===== src/rtl/spi_adc_scanner_if.sv =====
// Bus bundle between the SPI ADC scanner and its host/ADC side.
// The slave modport is the scanner's view; the master modport is the view of the logic driving it.
interface spi_adc_scanner_if #(
    parameter int CHANNELS = 2,
    parameter int DATA_W   = 12
);
    logic                         mode;
    logic                         start;
    logic [DATA_W-1:0]            threshold;
    logic [DATA_W-1:0]            hyst;
    logic [CHANNELS-1:0]          sdo;
    logic                         cs;
    logic                         sck;
    logic [CHANNELS*DATA_W-1:0]   data;
    logic                         valid;
    logic [CHANNELS-1:0]          above;
    logic                         busy;

    modport master (
        output mode, start, threshold, hyst, sdo,
        input  cs, sck, data, valid, above, busy
    );

    modport slave (
        input  mode, start, threshold, hyst, sdo,
        output cs, sck, data, valid, above, busy
    );
endinterface


===== src/rtl/spi_adc_scanner.sv =====
// SPI front end for CHANNELS serial ADCs sharing cs/sck: frames, deserialises and
// publishes samples with a valid strobe plus a hysteretic threshold flag per channel.
//
// state | meaning
// IDLE  | cs high, waiting for start (single-shot) or mode (continuous)
// FRAME | cs low, sck toggling every DIV cycles, capturing sdo on sck rise
// QUIET | cs high for GAP cycles; first cycle loads data/above and pulses valid
module spi_adc_scanner #(
    parameter int CHANNELS = 2,
    parameter int DATA_W   = 12,
    parameter int FRAME_W  = 16,
    parameter int DIV      = 2,
    parameter int GAP      = 4
) (
    input  logic              clk,
    input  logic              rst_n,
    spi_adc_scanner_if.slave  adc_bus
);

    localparam int DIV_W  = $clog2(DIV + 1);
    localparam int RISE_W = $clog2(FRAME_W + 1);
    localparam int GAP_W  = $clog2(GAP + 1);

    typedef enum logic [1:0] {IDLE, FRAME, QUIET} state_t;

    state_t                          state_q, state_d;
    logic [DIV_W-1:0]                div_q, div_d;
    logic [RISE_W-1:0]               rise_q, rise_d;
    logic [GAP_W-1:0]                gap_q, gap_d;
    logic                            sck_q, sck_d;
    logic                            valid_q, valid_d;
    logic [CHANNELS-1:0][FRAME_W-1:0] shift_q, shift_d;
    logic [CHANNELS*DATA_W-1:0]      data_q, data_d;
    logic [CHANNELS-1:0]             above_q, above_d;

    logic [DATA_W:0]                 clr_diff;
    logic [DATA_W-1:0]               clr_level;
    logic [DATA_W-1:0]               sample;

    // Clear level saturates at zero, which makes clearing impossible when hyst >= threshold.
    assign clr_diff  = {1'b0, adc_bus.threshold} - {1'b0, adc_bus.hyst};
    assign clr_level = clr_diff[DATA_W] ? '0 : clr_diff[DATA_W-1:0];

    always_ff @(posedge clk or negedge rst_n) begin
        if (!rst_n) begin
            state_q <= IDLE;
            div_q   <= '0;
            rise_q  <= '0;
            gap_q   <= '0;
            sck_q   <= 1'b1;
            valid_q <= 1'b0;
            shift_q <= '0;
            data_q  <= '0;
            above_q <= '0;
        end else begin
            state_q <= state_d;
            div_q   <= div_d;
            rise_q  <= rise_d;
            gap_q   <= gap_d;
            sck_q   <= sck_d;
            valid_q <= valid_d;
            shift_q <= shift_d;
            data_q  <= data_d;
            above_q <= above_d;
        end
    end

    always_comb begin
        state_d = state_q;
        div_d   = div_q;
        rise_d  = rise_q;
        gap_d   = gap_q;
        sck_d   = sck_q;
        valid_d = 1'b0;
        shift_d = shift_q;
        data_d  = data_q;
        above_d = above_q;
        sample  = '0;

        case (state_q)
            IDLE: begin
                sck_d = 1'b1;
                if (adc_bus.mode || adc_bus.start) begin
                    state_d = FRAME;
                    div_d   = DIV_W'(DIV - 1);
                    rise_d  = RISE_W'(FRAME_W);
                end
            end

            FRAME: begin
                if (rise_q == '0) begin
                    state_d = QUIET;
                    gap_d   = GAP_W'(GAP - 1);
                    sck_d   = 1'b1;
                    valid_d = 1'b1;
                    for (int ch = 0; ch < CHANNELS; ch++) begin
                        sample = shift_q[ch][DATA_W-1:0];
                        data_d[ch*DATA_W +: DATA_W] = sample;
                        if (sample > adc_bus.threshold) begin
                            above_d[ch] = 1'b1;
                        end else if (sample < clr_level) begin
                            above_d[ch] = 1'b0;
                        end
                    end
                end else if (div_q == '0) begin
                    div_d = DIV_W'(DIV - 1);
                    sck_d = ~sck_q;
                    // sdo is captured on the same clk edge that drives sck high.
                    if (!sck_q) begin
                        rise_d = rise_q - RISE_W'(1);
                        for (int ch = 0; ch < CHANNELS; ch++) begin
                            shift_d[ch] = (shift_q[ch] << 1) | FRAME_W'(adc_bus.sdo[ch]);
                        end
                    end
                end else begin
                    div_d = div_q - DIV_W'(1);
                end
            end

            QUIET: begin
                sck_d = 1'b1;
                if (gap_q == '0) begin
                    if (adc_bus.mode) begin
                        state_d = FRAME;
                        div_d   = DIV_W'(DIV - 1);
                        rise_d  = RISE_W'(FRAME_W);
                    end else begin
                        state_d = IDLE;
                    end
                end else begin
                    gap_d = gap_q - GAP_W'(1);
                end
            end

            default: begin
                state_d = IDLE;
                sck_d   = 1'b1;
            end
        endcase
    end

    assign adc_bus.cs    = (state_q != FRAME);
    assign adc_bus.sck   = sck_q;
    assign adc_bus.data  = data_q;
    assign adc_bus.valid = valid_q;
    assign adc_bus.above = above_q;
    assign adc_bus.busy  = (state_q != IDLE);

endmodule


===== src/flat_wrapper.sv =====
// flat-port wrapper written by rule: the top's interface ports become plain ports
module spi_adc_scanner_flat 
#(
    parameter int CHANNELS = 2,
    parameter int DATA_W   = 12,
    parameter int FRAME_W  = 16,
    parameter int DIV      = 2,
    parameter int GAP      = 4
)
  (clk, rst_n, adc_bus_mode, adc_bus_start, adc_bus_threshold, adc_bus_hyst, adc_bus_sdo, adc_bus_cs, adc_bus_sck, adc_bus_data, adc_bus_valid, adc_bus_above, adc_bus_busy);
  spi_adc_scanner_if #(.CHANNELS(CHANNELS), .DATA_W(DATA_W)) adc_bus_i ();
  input  logic clk;
  input  logic rst_n;
  input wire logic [$bits(adc_bus_i.mode)-1:0] adc_bus_mode;
  input wire logic [$bits(adc_bus_i.start)-1:0] adc_bus_start;
  input wire logic [$bits(adc_bus_i.threshold)-1:0] adc_bus_threshold;
  input wire logic [$bits(adc_bus_i.hyst)-1:0] adc_bus_hyst;
  input wire logic [$bits(adc_bus_i.sdo)-1:0] adc_bus_sdo;
  output wire logic [$bits(adc_bus_i.cs)-1:0] adc_bus_cs;
  output wire logic [$bits(adc_bus_i.sck)-1:0] adc_bus_sck;
  output wire logic [$bits(adc_bus_i.data)-1:0] adc_bus_data;
  output wire logic [$bits(adc_bus_i.valid)-1:0] adc_bus_valid;
  output wire logic [$bits(adc_bus_i.above)-1:0] adc_bus_above;
  output wire logic [$bits(adc_bus_i.busy)-1:0] adc_bus_busy;
  assign adc_bus_i.mode = adc_bus_mode;
  assign adc_bus_i.start = adc_bus_start;
  assign adc_bus_i.threshold = adc_bus_threshold;
  assign adc_bus_i.hyst = adc_bus_hyst;
  assign adc_bus_i.sdo = adc_bus_sdo;
  assign adc_bus_cs = adc_bus_i.cs;
  assign adc_bus_sck = adc_bus_i.sck;
  assign adc_bus_data = adc_bus_i.data;
  assign adc_bus_valid = adc_bus_i.valid;
  assign adc_bus_above = adc_bus_i.above;
  assign adc_bus_busy = adc_bus_i.busy;
  spi_adc_scanner #(.CHANNELS(CHANNELS), .DATA_W(DATA_W), .FRAME_W(FRAME_W), .DIV(DIV), .GAP(GAP)) u_core (.clk(clk), .rst_n(rst_n), .adc_bus(adc_bus_i));
endmodule

===== config.mk =====
export PLATFORM = sky130hd
export DESIGN_NAME = spi_adc_scanner_flat
export DESIGN_NICKNAME = d
export VERILOG_FILES = /design/src/rtl/spi_adc_scanner_if.sv /design/src/rtl/spi_adc_scanner.sv /design/src/flat_wrapper.sv
export SDC_FILE = /design/constraint.sdc
export NUM_CORES = 1
export LEC_CHECK = 0
export ABC_AREA = 1
export BUFFER_PORTS_ARGS = -buffer_cell sky130_fd_sc_hd__buf_2
export CAP_MARGIN = 30
export CELL_PAD_IN_SITES_DETAIL_PLACEMENT = 1
export CELL_PAD_IN_SITES_GLOBAL_PLACEMENT = 2
export CORE_UTILIZATION = 37
export CTS_CLUSTER_DIAMETER = 50
export CTS_CLUSTER_SIZE = 28
export DETAILED_ROUTE_END_ITERATION = 12
export PLACE_DENSITY_LB_ADDON = 0.1
export SETUP_SLACK_MARGIN = 0.4
export SYNTH_ARGS = -nofsm -noshare
export SYNTH_HDL_FRONTEND = slang
export SYNTH_SLANG_ARGS = --single-unit

===== constraint.sdc =====
create_clock -name clk -period 3.6 [get_ports clk]
set_clock_uncertainty 0.1 [all_clocks]
set_input_delay 0.72 -clock clk [delete_from_list [all_inputs] [get_ports clk]]
set_output_delay 0.72 -clock clk [all_outputs]
set_load 0.01 [all_outputs]

Yosys cells after proc, flatten, opt, wreduce, memory -nomap -nowiden:

Index checks and enable logic that the tools add are counted.

* flip-flop bits (word level): 64
* input port bits: 30
* output and inout bits: 30

* $add $sub $neg: 4
* $lt $le $gt $ge: 4
* equal/unequal tests: 12
* muxes and demuxes: 30
* bitwise gates (word level): 4
* reductions and logical operators: 18

Operators by type and width (number)
* 5-bit 2-to-1 mux: 6
* 12-bit > comparator: 2
* 12-bit < comparator: 2
* 12-bit by 1-bit bitwise OR with 12-bit output: 2
* 5-bit one-hot mux with 3 select lines: 1
* 2-bit 2-to-1 mux: 7
* 12-bit by 12-bit subtractor with 13-bit output: 1
* 12-bit 2-to-1 mux: 1
* 2-bit one-hot mux with 3 select lines: 2
* 3-bit AND reduction: 4
* 1-bit 2-to-1 mux: 10
* 2-bit by 1-bit != test with 1-bit output (second input constant): 5
* 2-bit != test (second input constant): 4
* 2-bit nonzero test: 4
* 7-bit AND reduction: 1
* 3-bit 2-to-1 mux: 2
* 3-bit one-hot mux with 2 select lines: 1
* 5-bit logical NOT: 1
* 5-bit AND reduction: 1
* 5-bit by 1-bit subtractor with 5-bit output (second input constant): 1
* 2-bit logical NOT: 2
* 4-bit AND reduction: 1
* 3-bit logical NOT: 1
* 3-bit by 1-bit != test with 1-bit output (second input constant): 1
* other kinds (8): 9

Logic depth before layout (Yosys ltp):

Gate-level depths: netlist of run 1.

* depth after elaboration: 5
* gate-level depth with buffers: 21
* mapped depth without buffers: 20

Worst setup path before layout of run 1:

Ideal clock, no wire load.

* path kind: input -> register
* from: in adc_bus_threshold[0]
* to: reg u_core.above_q[0] (netlist: u_core.adc_bus.above[0])
* library setup time: 66 ps
* arrival: 2909 ps
* required time: 3434 ps
* slack: 525 ps
* stages: 20
* cell sequence: inv_1 > ha_1 > fa_1 > inv_1 > nand3_1 > nand2_1 > nand2_1 > nand3_2 > buf_6 > inv_1 > or2_1 > ha_1 > nand2_1 > o21ai_0 > nand3_1 > a21oi_1 > nor2_1 > nand2_1 > nand2_1 > nand2_1

* cells in the longest elaborated chain, start to end: 5

Ends and longest elaborated chain
* start: declaration: RTL line flat_wrapper.sv:16 `input wire logic [$bits(adc_bus_i.threshold)-1:0] adc_bus_threshold;`
* 12-bit by 12-bit subtractor with 13-bit output: RTL line spi_adc_scanner.sv:41 `assign clr_diff = {1'b0, adc_bus.threshold} - {1'b0, adc_bus.hyst};`
* 12-bit 2-to-1 mux: RTL line spi_adc_scanner.sv:42 `assign clr_level = clr_diff[DATA_W] ? '0 : clr_diff[DATA_W-1:0];`
* 12-bit < comparator: RTL line spi_adc_scanner.sv:101 `end else if (sample < clr_level) begin`
* 2-bit nonzero test (no line)
* 3-bit AND reduction (no line)
* end signal: assignment: RTL line spi_adc_scanner.sv:64 `above_q <= above_d;`
* end: declaration: RTL line spi_adc_scanner.sv:34 `logic [CHANNELS-1:0] above_q, above_d;`

Parallel ways exist; a longest one is shown, timed or not.
A chain may end at the register's enable or synchronous reset.

Worst setup path after layout of run 1:

* from: in adc_bus_hyst[2]
* to: reg u_core.above_q[0] (netlist: u_core.adc_bus.above[0])

* cells in the longest elaborated chain, start to end: 5

Ends and longest elaborated chain
* start: declaration: RTL line flat_wrapper.sv:17 `input wire logic [$bits(adc_bus_i.hyst)-1:0] adc_bus_hyst;`
* 12-bit by 12-bit subtractor with 13-bit output: RTL line spi_adc_scanner.sv:41
* 12-bit 2-to-1 mux: RTL line spi_adc_scanner.sv:42
* 12-bit < comparator: RTL line spi_adc_scanner.sv:101
* 2-bit nonzero test (no line)
* 3-bit AND reduction (no line)

No other way between the ends.

==> summary.md, run 1 <==
| Metric | Value |
|---|---|
| Asr flop ratio synth | `1.000` |
| Max Cap Viol | `0` |
| CTS tree | `yes` |
| Maximum vdd drop | `~0.00041 V` |
| # setup viols final | `0` |
| Top Ports | `60` |
| Sink Count | `between 60 and 70` |
| Post-synth top cells | `nand2_1 (145), inv_1 (68), ha_1 (66)` |
| Initial antenna violation count | `0` |
| Top cell type's share of synthesized area | `0.3650` |
| CP Class | `in2reg` |
| Number of diodes | `0` |
| Least-Margin Pin Slew | `roughly 0.83 ns` |
| Post-route ant nets | `0` |
| Worst slew margin | `0.4445` |
| Met1 GRT Util | `0.2727` |
| Setup crit start kind | `input pin` |
| RR Startpoint | `u_core.state_q[1]` |
| Total grt overflow | `0` |
| Fin. Hold Viols | `0` |
| Total Routing Usage GR | `0.2070` |
| Post-synthesis instance total | `around 530` |
| Post-synth top flop | `dfrtp_1` |
| Clock Tree Root | `clkbuf_16` |
| Period minus WS final | `2.983 ns` |
| Min-Delay Endpoint | `u_core.adc_bus.data[14]` |
| Row cnt | `39` |
| Syn nets | `between 600 and 700` |
| Num CTS Buffers | `9` |
| Clk pin slew, worst setup/hold paths | `roughly 0.050 ns` |
| Final WL | `11320 um` |
| Area contributors post-synth | `dfrtp_1 (37%), ha_1 (19%), nand2_1 (13%), inv_1 (5.9%), a21oi_1 (4.1%)` |
| Post-Syn Area | `about 4300 um^2` |
| Final period util | `0.8287` |
| PwrDens | `about 600 nW/um^2` |
| Seq/Total Area, Yosys | `0.3711` |
| Via/cell ratio | `4.991` |
| Global-route wire length before repair | `18780 um` |
| Layout area overhead | `18.57%` |
| Worst R2R End | `u_core.rise_q[2]` |
| Routability cong. | `roughly 0.85` |
| Number of fill cells | `1406` |
| Largest net degree at the start of global routing | `36` |
| Via count | `3698` |
| Final hold slack | `about 0.37 ns` |
| Detailed Place HPWL | `between 9000 and 10000 um` |
| Iteration-0 DRC Markers | `roughly 170` |
| Die width | `110.0 um` |
| HP Start | `u_core.adc_bus.data[14]` |
| Final Instance Area | `slightly above 5000 um^2` |
| Worst Hold Depth | `2` |
| Reg2Reg Setup Slack | `between 1 and 1.5 ns` |
| CP required | `approximately 3.7 ns` |
| Leak pwr | `2.888 nW` |
| Number of port buffers | `59` |
| CP Max Fanout | `5` |
| Post-synth top area cell | `dfrtp_1` |
| Fmax | `about 340 MHz` |
| Setup crit end kind | `flip-flop` |
| Post-placement cell area | `roughly 4800 um^2` |
| Met2 Resource Use GR | `0.3496` |
| Hold Path Class | `reg2reg` |
| Die ar. | `12110 um^2` |
| EDFF count, synth | `0` |
| Clk buf depth | `2` |
| Busiest grt layer | `met2` |
| Met3 usage | `0.03880` |
| Crit path arrival time | `a little over 3 ns` |
| R2r worst-path depth | `10` |
| Drt pass-1 iters | `4` |
| Initial cell density of the core | `0.3783` |
| Syn_area_per_cell | `between 8 and 9 um^2` |
| Setup TNS | `0 ns` |
| Number of distinct library cells after synthesis | `40` |
| Synthesis Warnings | `0` |
| Post-DR wirelength/cell | `~15 um` |
| Number of global-route vias before repair | `3718` |
| Residual DRC | `0` |
| Status | `completed` |
| Slew Limit Fails | `0` |
| Most frequent cell after synthesis | `nand2_1` |
| Vert. Die Dim | `roughly 110 um` |
| Clock latency on the worst-skew pair | `0.33 ns` |
| RSZ-0062 raised after global routing | `false` |
| Flop and latch count out of synthesis | `64` |
| Share of layout cells above drive strength 1 | `0.1957` |
| Core area | `about 11000 um^2` |
| CTS HTree Levels | `3` |
| Final nets | `roughly 700` |
critical path: stages:
cell and delay [ns]:
buf_2 0.07, inv_1 0.03, ha_1 0.35, a21oi_1 0.20
o21ai_2 0.12, nand2_1 0.07, nand2_1 0.08, nand2_1 0.08
nand2_1 0.09, a31oi_2 0.15, or2_0 0.13, nand3_1 0.12
ha_1 0.34, a21oi_1 0.18, a21oi_1 0.10, nor2_1 0.11
nand2_1 0.06, nand2_1 0.05, nand2_1 0.04
sequential cells by signal, indices dropped and copies added (netlist names):
register              flops
u_core.adc_bus.data      24
u_core.state_q            2
u_core.div_q              2
u_core.rise_q             5
u_core.adc_bus.valid      1
u_core.gap_q              3
u_core.adc_bus.sck        1
u_core.adc_bus.above      2
u_core.shift_q           24
per-stage QoR:
step                      power [mW]  setup WS, ns    util  std cells
after floorplan                1.906        0.5252       -        525
after global placement         2.268        0.1874  0.4177        721
after detailed placement       2.317       0.06685  0.4177        721
after CTS                      3.124        0.4205  0.4413        737
after global routing           3.394        0.4079  0.4485        741
final                          3.087        0.6166  0.4485        741
cell usage in the layout (no fill, tap or decap), drive strengths merged, types with 5 or more instances in the layout:
master    n
clkbuf   12
nand3    22
ha       66
or2      10
inv      73
mux2     13
o21ai    30
nand2   146
dfrtp    63
buf      66
a21oi    35
nor2     19
nor3      5
nand4     6
where the power goes:
part	switching, mW	internal, mW
Clock	0.300	0.480
Sequential	0.142	0.901
Combinational	0.789	0.475
Total	1.23	1.86
logic make-up (layout without fill, tap and decap cells):
kind of cell	Yosys count	count (layout)	share of synthesized area
buffers and inverters	83	156	0.07503
AO/OA/AOI/OAI	83	83	0.1063
XOR/XNOR	4	4	0.008110
flip-flops	64	64	0.3711
AND/OR/NAND/NOR	211	211	0.2097
adder cells (fa/ha/maj)	67	67	0.1958
multiplexers	13	13	0.03389
how the worst max path moves through the flow:
stage | to | from | cells after the start | slack, ns
after floorplan | u_core.adc_bus.above[0] | adc_bus_threshold[0] | 20 | 0.53
after global placement | u_core.adc_bus.above[0] | adc_bus_threshold[0] | 20 | 0.19
after detailed placement | u_core.adc_bus.above[0] | adc_bus_threshold[0] | 20 | 0.07
after CTS | u_core.adc_bus.above[0] | adc_bus_threshold[0] | 20 | 0.42
after global routing | u_core.adc_bus.above[0] | adc_bus_hyst[2] | 19 | 0.41
final | u_core.adc_bus.above[0] | adc_bus_hyst[2] | 19 | 0.62
routing by layer:
metal	wire, um	vias to the layer above
met5	0	-
met4	75	0
met3	282	7
met2	5383	45
met1	5579	1780
li1	-	1866
cell type report:
cell class                 instances  area, um^2  share of cell area
clock inverter                     4       22.52            0.004398
multi-input combinational        378        2445              0.4774
sequential                        64        1603              0.3130
clock buffer                      12       246.5             0.04813
timing repair buffer              66       347.8             0.06792
tap                              143       178.9             0.03494
inverter                          74       277.8             0.05424
repair_timing:
action | in CTS | in global routing
gates resized for setup | 0 | 14
buffers inserted | 0 | 4
endpoints found under the setup margin | 0 | 2
hold buffers | 0 | 0
Note: power is estimated with default switching activity, not from simulation.
==> inputs of run 2 (changes only) <==
--- a/config.mk
+++ b/config.mk
@@ -5,7 +5,7 @@
 export SDC_FILE = /design/constraint.sdc
 export NUM_CORES = 1
 export LEC_CHECK = 0
-export ABC_AREA = 1
+export ABC_AREA = 0
 export BUFFER_PORTS_ARGS = -buffer_cell sky130_fd_sc_hd__buf_2
 export CAP_MARGIN = 30
 export CELL_PAD_IN_SITES_DETAIL_PLACEMENT = 1
==> constraint.sdc (replaced) <==
create_clock -name clk -period 3 [get_ports clk]
set_clock_uncertainty 0.1 [all_clocks]
set_input_delay 0.6 -clock clk [delete_from_list [all_inputs] [get_ports clk]]
set_output_delay 0.6 -clock clk [all_outputs]
set_load 0.01 [all_outputs]
==> run 2 against run 1 <==
Net effect: the flow now finishes with violations (setup timing); final cell count down 10%; count of clock-buffer cells in the layout up 2; design area up 10%; total power up 14%; sequential share of layout area down 2.8 points; area after synthesis down 1.2%; critical path type unchanged; largest cell class unchanged.
==> summary.md, run 2 <==
| Metric | Value |
|---|---|
| Status | `finished, violations left` |
| Failing checks | `setup timing` |
| Setup crit start kind | `input pin` |
| Final Instance Area | `~5600 um^2` |
| CP cell instances | `buf_8 > inv_8 > ha_4 > fa_2 > nand2b_4 > a21oi_4 > o2111ai_4 > a31oi_4 > buf_6 > buf_4 > nand3_2 > ha_1 > o21ai_1 > nand2b_1 > a21oi_2 > nor4_1 > a221o_1` |
| EDFF count, synth | `0` |
| Critical-path top delay cell | `fa_2` |
| # setup viols final | `2` |
| Residual DRC | `0` |
| CP Max Fanout | `5` |
| Clock latency on the worst-skew pair | `roughly 0.33 ns` |
| Period minus WS final | `about 3.3 ns` |
| Worst slew margin | `0.4688` |
| Routability cong. | `between 0.7 and 0.8` |
| Post-synth top cells | `ha_1 (66), dfrtp_1 (63), mux2_2 (40)` |
| Number of global-route vias before repair | `about 3700` |
| Post-DR wirelength/cell | `16.71 um` |
| Initial cell density of the core | `0.3868` |
| Top cell type's share of synthesized area | `0.3695` |
| Flop and latch count out of synthesis | `64` |
| Clock Tree Root | `clkbuf_16` |
| Post-Syn Area | `4267 um^2` |
| Post-route ant nets | `0` |
| Maximum vdd drop | `0.0003915 V` |
| Final WL | `roughly 11000 um` |
| Area contributors post-synth | `dfrtp_1 (37%), ha_1 (19%), mux2_2 (11%), inv_1 (3.3%), a21oi_1 (3.2%)` |
| Post-synth top area cell | `dfrtp_1` |
| Post-synthesis instance total | `416` |
| Number of distinct library cells after synthesis | `53` |
| Global-route wire length before repair | `between 15000 and 20000 um` |
| Largest net degree at the start of global routing | `36` |
| Post-synth top flop | `dfrtp_1` |
| Share of layout cells above drive strength 1 | `0.3645` |
| Total Routing Usage GR | `0.2064` |
| Post-placement cell area | `slightly above 5000 um^2` |
| Clk buf depth | `2` |
| Most frequent cells in the layout | `dfrtp_1 (63), ha_1 (57), buf_2 (57), mux2_2 (39)` |
| Clk pin slew, worst setup/hold paths | `around 0.05 ns` |
| Num CTS Buffers | `9` |
| Asr flop ratio synth | `1.000` |
| Layout area overhead | `32.05%` |
| Detailed Place HPWL | `8787 um` |
| Syn nets | `513` |
| Number of diodes | `0` |
| Final period util | `1.102` |
| Iteration-0 DRC Markers | `70` |
| Least-Margin Pin Slew | `0.7968 ns` |
| RSZ-0062 raised after global routing | `true` |
| R2r worst-path depth | `7` |
| Leak pwr | `~2.9 nW` |
| Sink Count | `64` |
| Slew Limit Fails | `0` |
| Total Power | `3.526 mW` |
| Fmax | `302.4 MHz` |
| Commonest non-fill, non-tap cell in the layout | `dfrtp_1` |
| Vert. Die Dim | `109.4 um` |
| Total grt overflow | `0` |
| PwrDens | `roughly 630 nW/um^2` |
| Final nets | `616` |
| Setup crit end kind | `flip-flop` |
| Final hold slack | `approximately 0.25 ns` |
| Drt pass-1 iters | `4` |
| Initial antenna violation count | `0` |
| Core area | `between 10000 and 15000 um^2` |
| Die ar. | `11970 um^2` |
| Post-CTS Hold Buffers | `0` |
| Crit path arrival time | `approximately 3.4 ns` |
| Synthesis Warnings | `0` |
| Seq/Total Area, Yosys | `0.3757` |
| Top Ports | `60` |
| CP required | `3.12 ns` |
| Fin. Hold Viols | `0` |
| Syn_area_per_cell | `just over 10 um^2` |
| Most frequent cell after synthesis | `ha_1` |
| Max stage delay on crit path | `0.34 ns` |
| CTS tree | `yes` |
| Max Cap Viol | `0` |
| Final worst setup slack | `-0.3070 ns` |
| Number of fill cells | `between 1000 and 1500` |
| Row cnt | `38` |
| Via count | `3477` |
| CP Class | `in2reg` |
| CTS HTree Levels | `3` |
| Number of port buffers | `59` |
| Hold Path Class | `in2async` |
| Via/cell ratio | `between 5 and 6` |
| Die width | `around 110 um` |
==> run 2: cell types whose count changed in the layout (fill, tap and decap cells not counted), sizes merged, moves of 4 or more <==
cell	before	now
mux2	13	45
nand2	146	32
o21ai	30	24
inv	73	38
or2	10	0
nand3	22	10
xnor2	0	6
buf	66	100
nor2b	0	6
nand2b	0	8
a21oi	35	28
nor4	0	6
clkinv	4	0
==> run 2: kinds of logic after synthesis <==
logic type / share of synthesized area
muxes: 0.1211
and+or+nand+nor: 0.1255
xor gates and xnor gates: 0.01848
buffers and inverters: 0.04252
AOI/OAI and AO/OA: 0.1185
DFF: 0.3757
adders and majority gates: 0.1982
==> run 2: worst max-delay path: cells and delay by family <==
family,cells,cell delay (ns)
buffers and inverters,4,0.41
adder cells (fa/ha/maj),3,0.79
AND/OR/NAND/NOR,4,0.41
AO/OA/AOI/OAI,6,1.20
==> run 2: layout make-up <==
class                      instances  area (um^2)  share of cell area
clock buffer                      14        274.0             0.04863
tap                              140        175.2             0.03109
clock inverter                     2        60.06             0.01066
multi-input combinational        306         2720              0.4828
timing repair buffer             100        651.9              0.1157
sequential                        64         1603              0.2845
inverter                          38        150.1             0.02665
==> run 2: per-layer routing <==
metal | GRT usage | part of all wire
met3 | 0.04090 | 0.037
met4 | 0.06381 | 0.014
met5 | 0 | 0
met1 | 0.2567 | 0.44
met2 | 0.3589 | 0.51
==> run 2: repair_timing <==
action | 4_1_cts | 5_1_grt
cloned | 1 | 0
hold endpoints to repair | 0 | 0
pin swaps | 13 | 8
endpoints found under the setup margin | 2 | 2
buffers inserted | 3 | 1
resized for setup | 18 | 12
==> run 2: stage by stage <==
stage / setup WS [ns] / utilization / setup TNS (ns) / std cells
floorplan: -0.4200 / - / -0.7948 / 416
global placement: -0.7524 / 0.4632 / -1.467 / 643
detailed placement: -0.8235 / 0.4632 / -1.582 / 643
CTS: -0.2980 / 0.5035 / -0.5492 / 663
global route: -0.4259 / 0.5108 / -0.8319 / 664
finish: -0.3070 / 0.5108 / -0.6094 / 664
==> run 2: where the power goes <==
part | leakage [nW] | internal (mW) | switching, mW | total (mW)
combinational | 1.89 | 0.557 | 0.664 | 1.22
sequential | 0.856 | 1.01 | 0.136 | 1.14
clock | 0.163 | 0.796 | 0.368 | 1.16
total | 2.91 | 2.36 | 1.17 | 3.53
==> run 2: path summary, 6_finish.rpt <==
kind | start | endpoint | slack, ns
max reg2reg | u_core.shift_q[1] | u_core.adc_bus.above[0] | 0.47
max in group asynchronous | rst_n | u_core.adc_bus.sck | 1.81
min | rst_n | u_core.adc_bus.data[8] | 0.25
min in group clk | u_core.gap_q[0] | u_core.gap_q[0] | 0.37
max | adc_bus_threshold[0] | u_core.adc_bus.above[1] | -0.31
min reg2reg | u_core.gap_q[0] | u_core.gap_q[0] | 0.37
==> inputs of run 3 (changes only) <==
--- a/config.mk
+++ b/config.mk
@@ -14,7 +14,7 @@
 export CTS_CLUSTER_DIAMETER = 50
 export CTS_CLUSTER_SIZE = 28
 export DETAILED_ROUTE_END_ITERATION = 12
-export PLACE_DENSITY_LB_ADDON = 0.1
+export PLACE_DENSITY_LB_ADDON = 0.15
 export SETUP_SLACK_MARGIN = 0.4
 export SYNTH_ARGS = -nofsm -noshare
 export SYNTH_HDL_FRONTEND = slang
==> run 3 against run 2 <==
Net effect: wire length increased by 0.38%; sequential power about the same; the run still ends with setup timing left; worst hold slack got worse by 0.051 ns; sequential cell count unchanged; die area unchanged; combinational power about the same; register-to-register slack improved by 0.11 ns.
==> summary.md, run 3 (synthesized netlist as in run 2, its figures left out) <==
| Metric | Value |
|---|---|
| Status | `finished, violations left` |
| Failing checks | `setup timing` |
| Detailed Place HPWL | `8818 um` |
| Top Ports | `60` |
| Sink Count | `64` |
| Number of diodes | `0` |
| Number of port buffers | `roughly 60` |
| Iteration-0 DRC Markers | `between 100 and 150` |
| Max Cap Viol | `0` |
| Clk pin slew, worst setup/hold paths | `around 0.060 ns` |
| RSZ-0062 raised after global routing | `true` |
| Initial antenna violation count | `0` |
| CTS tree | `yes` |
| Reg power frac | `0.344` |
| Leak pwr | `between 2 and 3 nW` |
| Final nets | `between 600 and 700` |
| Row cnt | `38` |
| Commonest non-fill, non-tap cell in the layout | `dfrtp_1` |
| Crit path arrival time | `about 3.4 ns` |
| # setup viols final | `2` |
| Internal Power | `2.127 mW` |
| Least-Margin Pin Slew | `between 0.6 and 0.7 ns` |
| Worst slew margin | `0.5431` |
| Final Instance Area | `~5500 um^2` |
| Largest net degree at the start of global routing | `39` |
| Share of layout cells above drive strength 1 | `0.3570` |
| Number of global-route vias before repair | `between 3000 and 4000` |
| Reg2Reg Setup Slack | `around 0.58 ns` |
| Via/cell ratio | `roughly 5.3` |
| Clock network power share | `0.292` |
| Initial cell density of the core | `0.3868` |
| Maximum vdd drop | `approximately 0.00046 V` |
| Clock latency on the worst-skew pair | `between 0.3 and 0.4 ns` |
| Total grt overflow | `0` |
| CP Max Fanout | `7` |
| RR Startpoint | `u_core.rise_q[0]` |
| Setup crit start kind | `input pin` |
| Num CTS Buffers | `9` |
| Die ar. | `roughly 12000 um^2` |
| PwrDens | `between 600 and 700 nW/um^2` |
| CP cell instances | `buf_8 > inv_8 > ha_4 > fa_2 > nand2b_4 > a21oi_4 > o2111ai_2 > a31oi_1 > buf_4 > buf_12 > nand2_4 > ha_4 > a21oi_2 > nor2_1 > a211oi_1 > o21ai_1 > o31a_1 > a221o_1` |
| Max stage delay on crit path | `0.34 ns` |
| Routability cong. | `0.8457` |
| Comb power frac | `0.365` |
| Die width | `around 110 um` |
| Number of fill cells | `1234` |
| Final period util | `1.083` |
| Setup crit end kind | `flip-flop` |
| Crit path top cell by count | `ha_4` |
| Residual DRC | `0` |
| Fin. Hold Viols | `0` |
| Hold Path Class | `in2async` |
| Final worst setup slack | `-0.2482 ns` |
| Drt pass-1 iters | `4` |
| Post-route ant nets | `0` |
| Switch share | `0.3596` |
| Clk buf depth | `2` |
| Setup TNS | `-0.4783 ns` |
| Core area | `between 10000 and 15000 um^2` |
| CP Launch Point | `adc_bus_threshold[0]` |
| Post-DR wirelength/cell | `16.85 um` |
| Fmax | `307.9 MHz` |
| Critical-path top delay cell | `fa_2` |
| Via count | `~3500` |
| Most frequent cells in the layout | `dfrtp_1 (63), ha_1 (58), buf_2 (57), mux2_2 (39), inv_1 (37)` |
| Final WL | `between 10000 and 15000 um` |
| CP Class | `in2reg` |
| CP required | `3.12 ns` |
| Layout area overhead | `28.92%` |
| Slew Limit Fails | `0` |
| Post-placement cell area | `between 5000 and 6000 um^2` |
| Period minus WS final | `roughly 3.2 ns` |
| CTS HTree Levels | `3` |
| Total Routing Usage GR | `0.2045` |
| Switch Pwr | `about 1.2 mW` |
| Clock Tree Root | `clkbuf_16` |
| Global-route wire length before repair | `around 18000 um` |
| Vert. Die Dim | `109.4 um` |
-- run 3: changes by cell type in the layout (fill, tap and decap cells not counted), moves of 2 or more --
cell	delta
ha_4	-2
clkinv_2	+2
o21ai_0	+2
clkbuf_8	-2
clkinvlp_4	+3
bufinv_16	-2
buf_6	-2
-- run 3: critical path: cells and delay by family --
kind                     cells  cell delay (ns)
AND/OR/NAND/NOR              3             0.27
adder cells (fa/ha/maj)      3             0.65
AO/OA/AOI/OAI                8             1.37
buffers and inverters        4             0.48
-- run 3: repair_timing --
action | CTS | global route
endpoints found under the setup margin | 2 | 2
resized for setup | 19 | 2
hold buffers | 0 | 0
buffers inserted | 1 | 0
pin swaps | 14 | 1
-- run 3: path summary, 6_finish.rpt --
check                                     endpoint  cells after the start
min                              u_core.shift_q[8]                      1
max reg2reg                     u_core.shift_q[25]                      5
max in group asynchronous       u_core.adc_bus.sck                      2
max                        u_core.adc_bus.above[1]                     18
min in group clk                   u_core.gap_q[0]                      1
min reg2reg                        u_core.gap_q[0]                      1
-- run 3: area by class of cell --
cell class                 instances  area [um^2]  area share
multi-input combinational        306         2675      0.4864
sequential                        64         1603      0.2914
timing repair buffer              97        621.8      0.1131
clock buffer                      11        242.7     0.04413
tap                              140        175.2     0.03185
inverter                          38        150.1     0.02730
clock inverter                     5        32.53    0.005914
-- run 3: layer usage --
metal / vias up / track usage / share of wire
met3: 12 / 0.04268 / 0.034
met1: 1727 / 0.2546 / 0.45
li1: 1702 / - / -
met2: 52 / 0.3549 / 0.50
met5: - / 0 / 0
met4: 0 / 0.06095 / 0.013
-- run 3: power by group through the flow --
stage,Clock (mW),Combinational [mW],Sequential [mW]
global route,1.03,1.36,1.16
detailed placement,0,1.18,1.16
global placement,0,1.13,1.15
CTS,0.991,1.22,1.14
finish,0.968,1.21,1.14
floorplan,0,0.775,1.13
-- run 3: metrics by stage --
step                power, mW  setup WS, ns  hold slack [ns]  cells  utilization
CTS                     3.356       -0.2433           0.2148    661       0.4975
detailed placement      2.334       -0.8258           0.3651    644       0.4651
global placement        2.275       -0.7383           0.3572    644       0.4651
finish                  3.321       -0.2482           0.1996    661       0.4986
floorplan               1.910       -0.4200           0.2044    416            -
global route            3.551       -0.4064           0.2450    661       0.4986
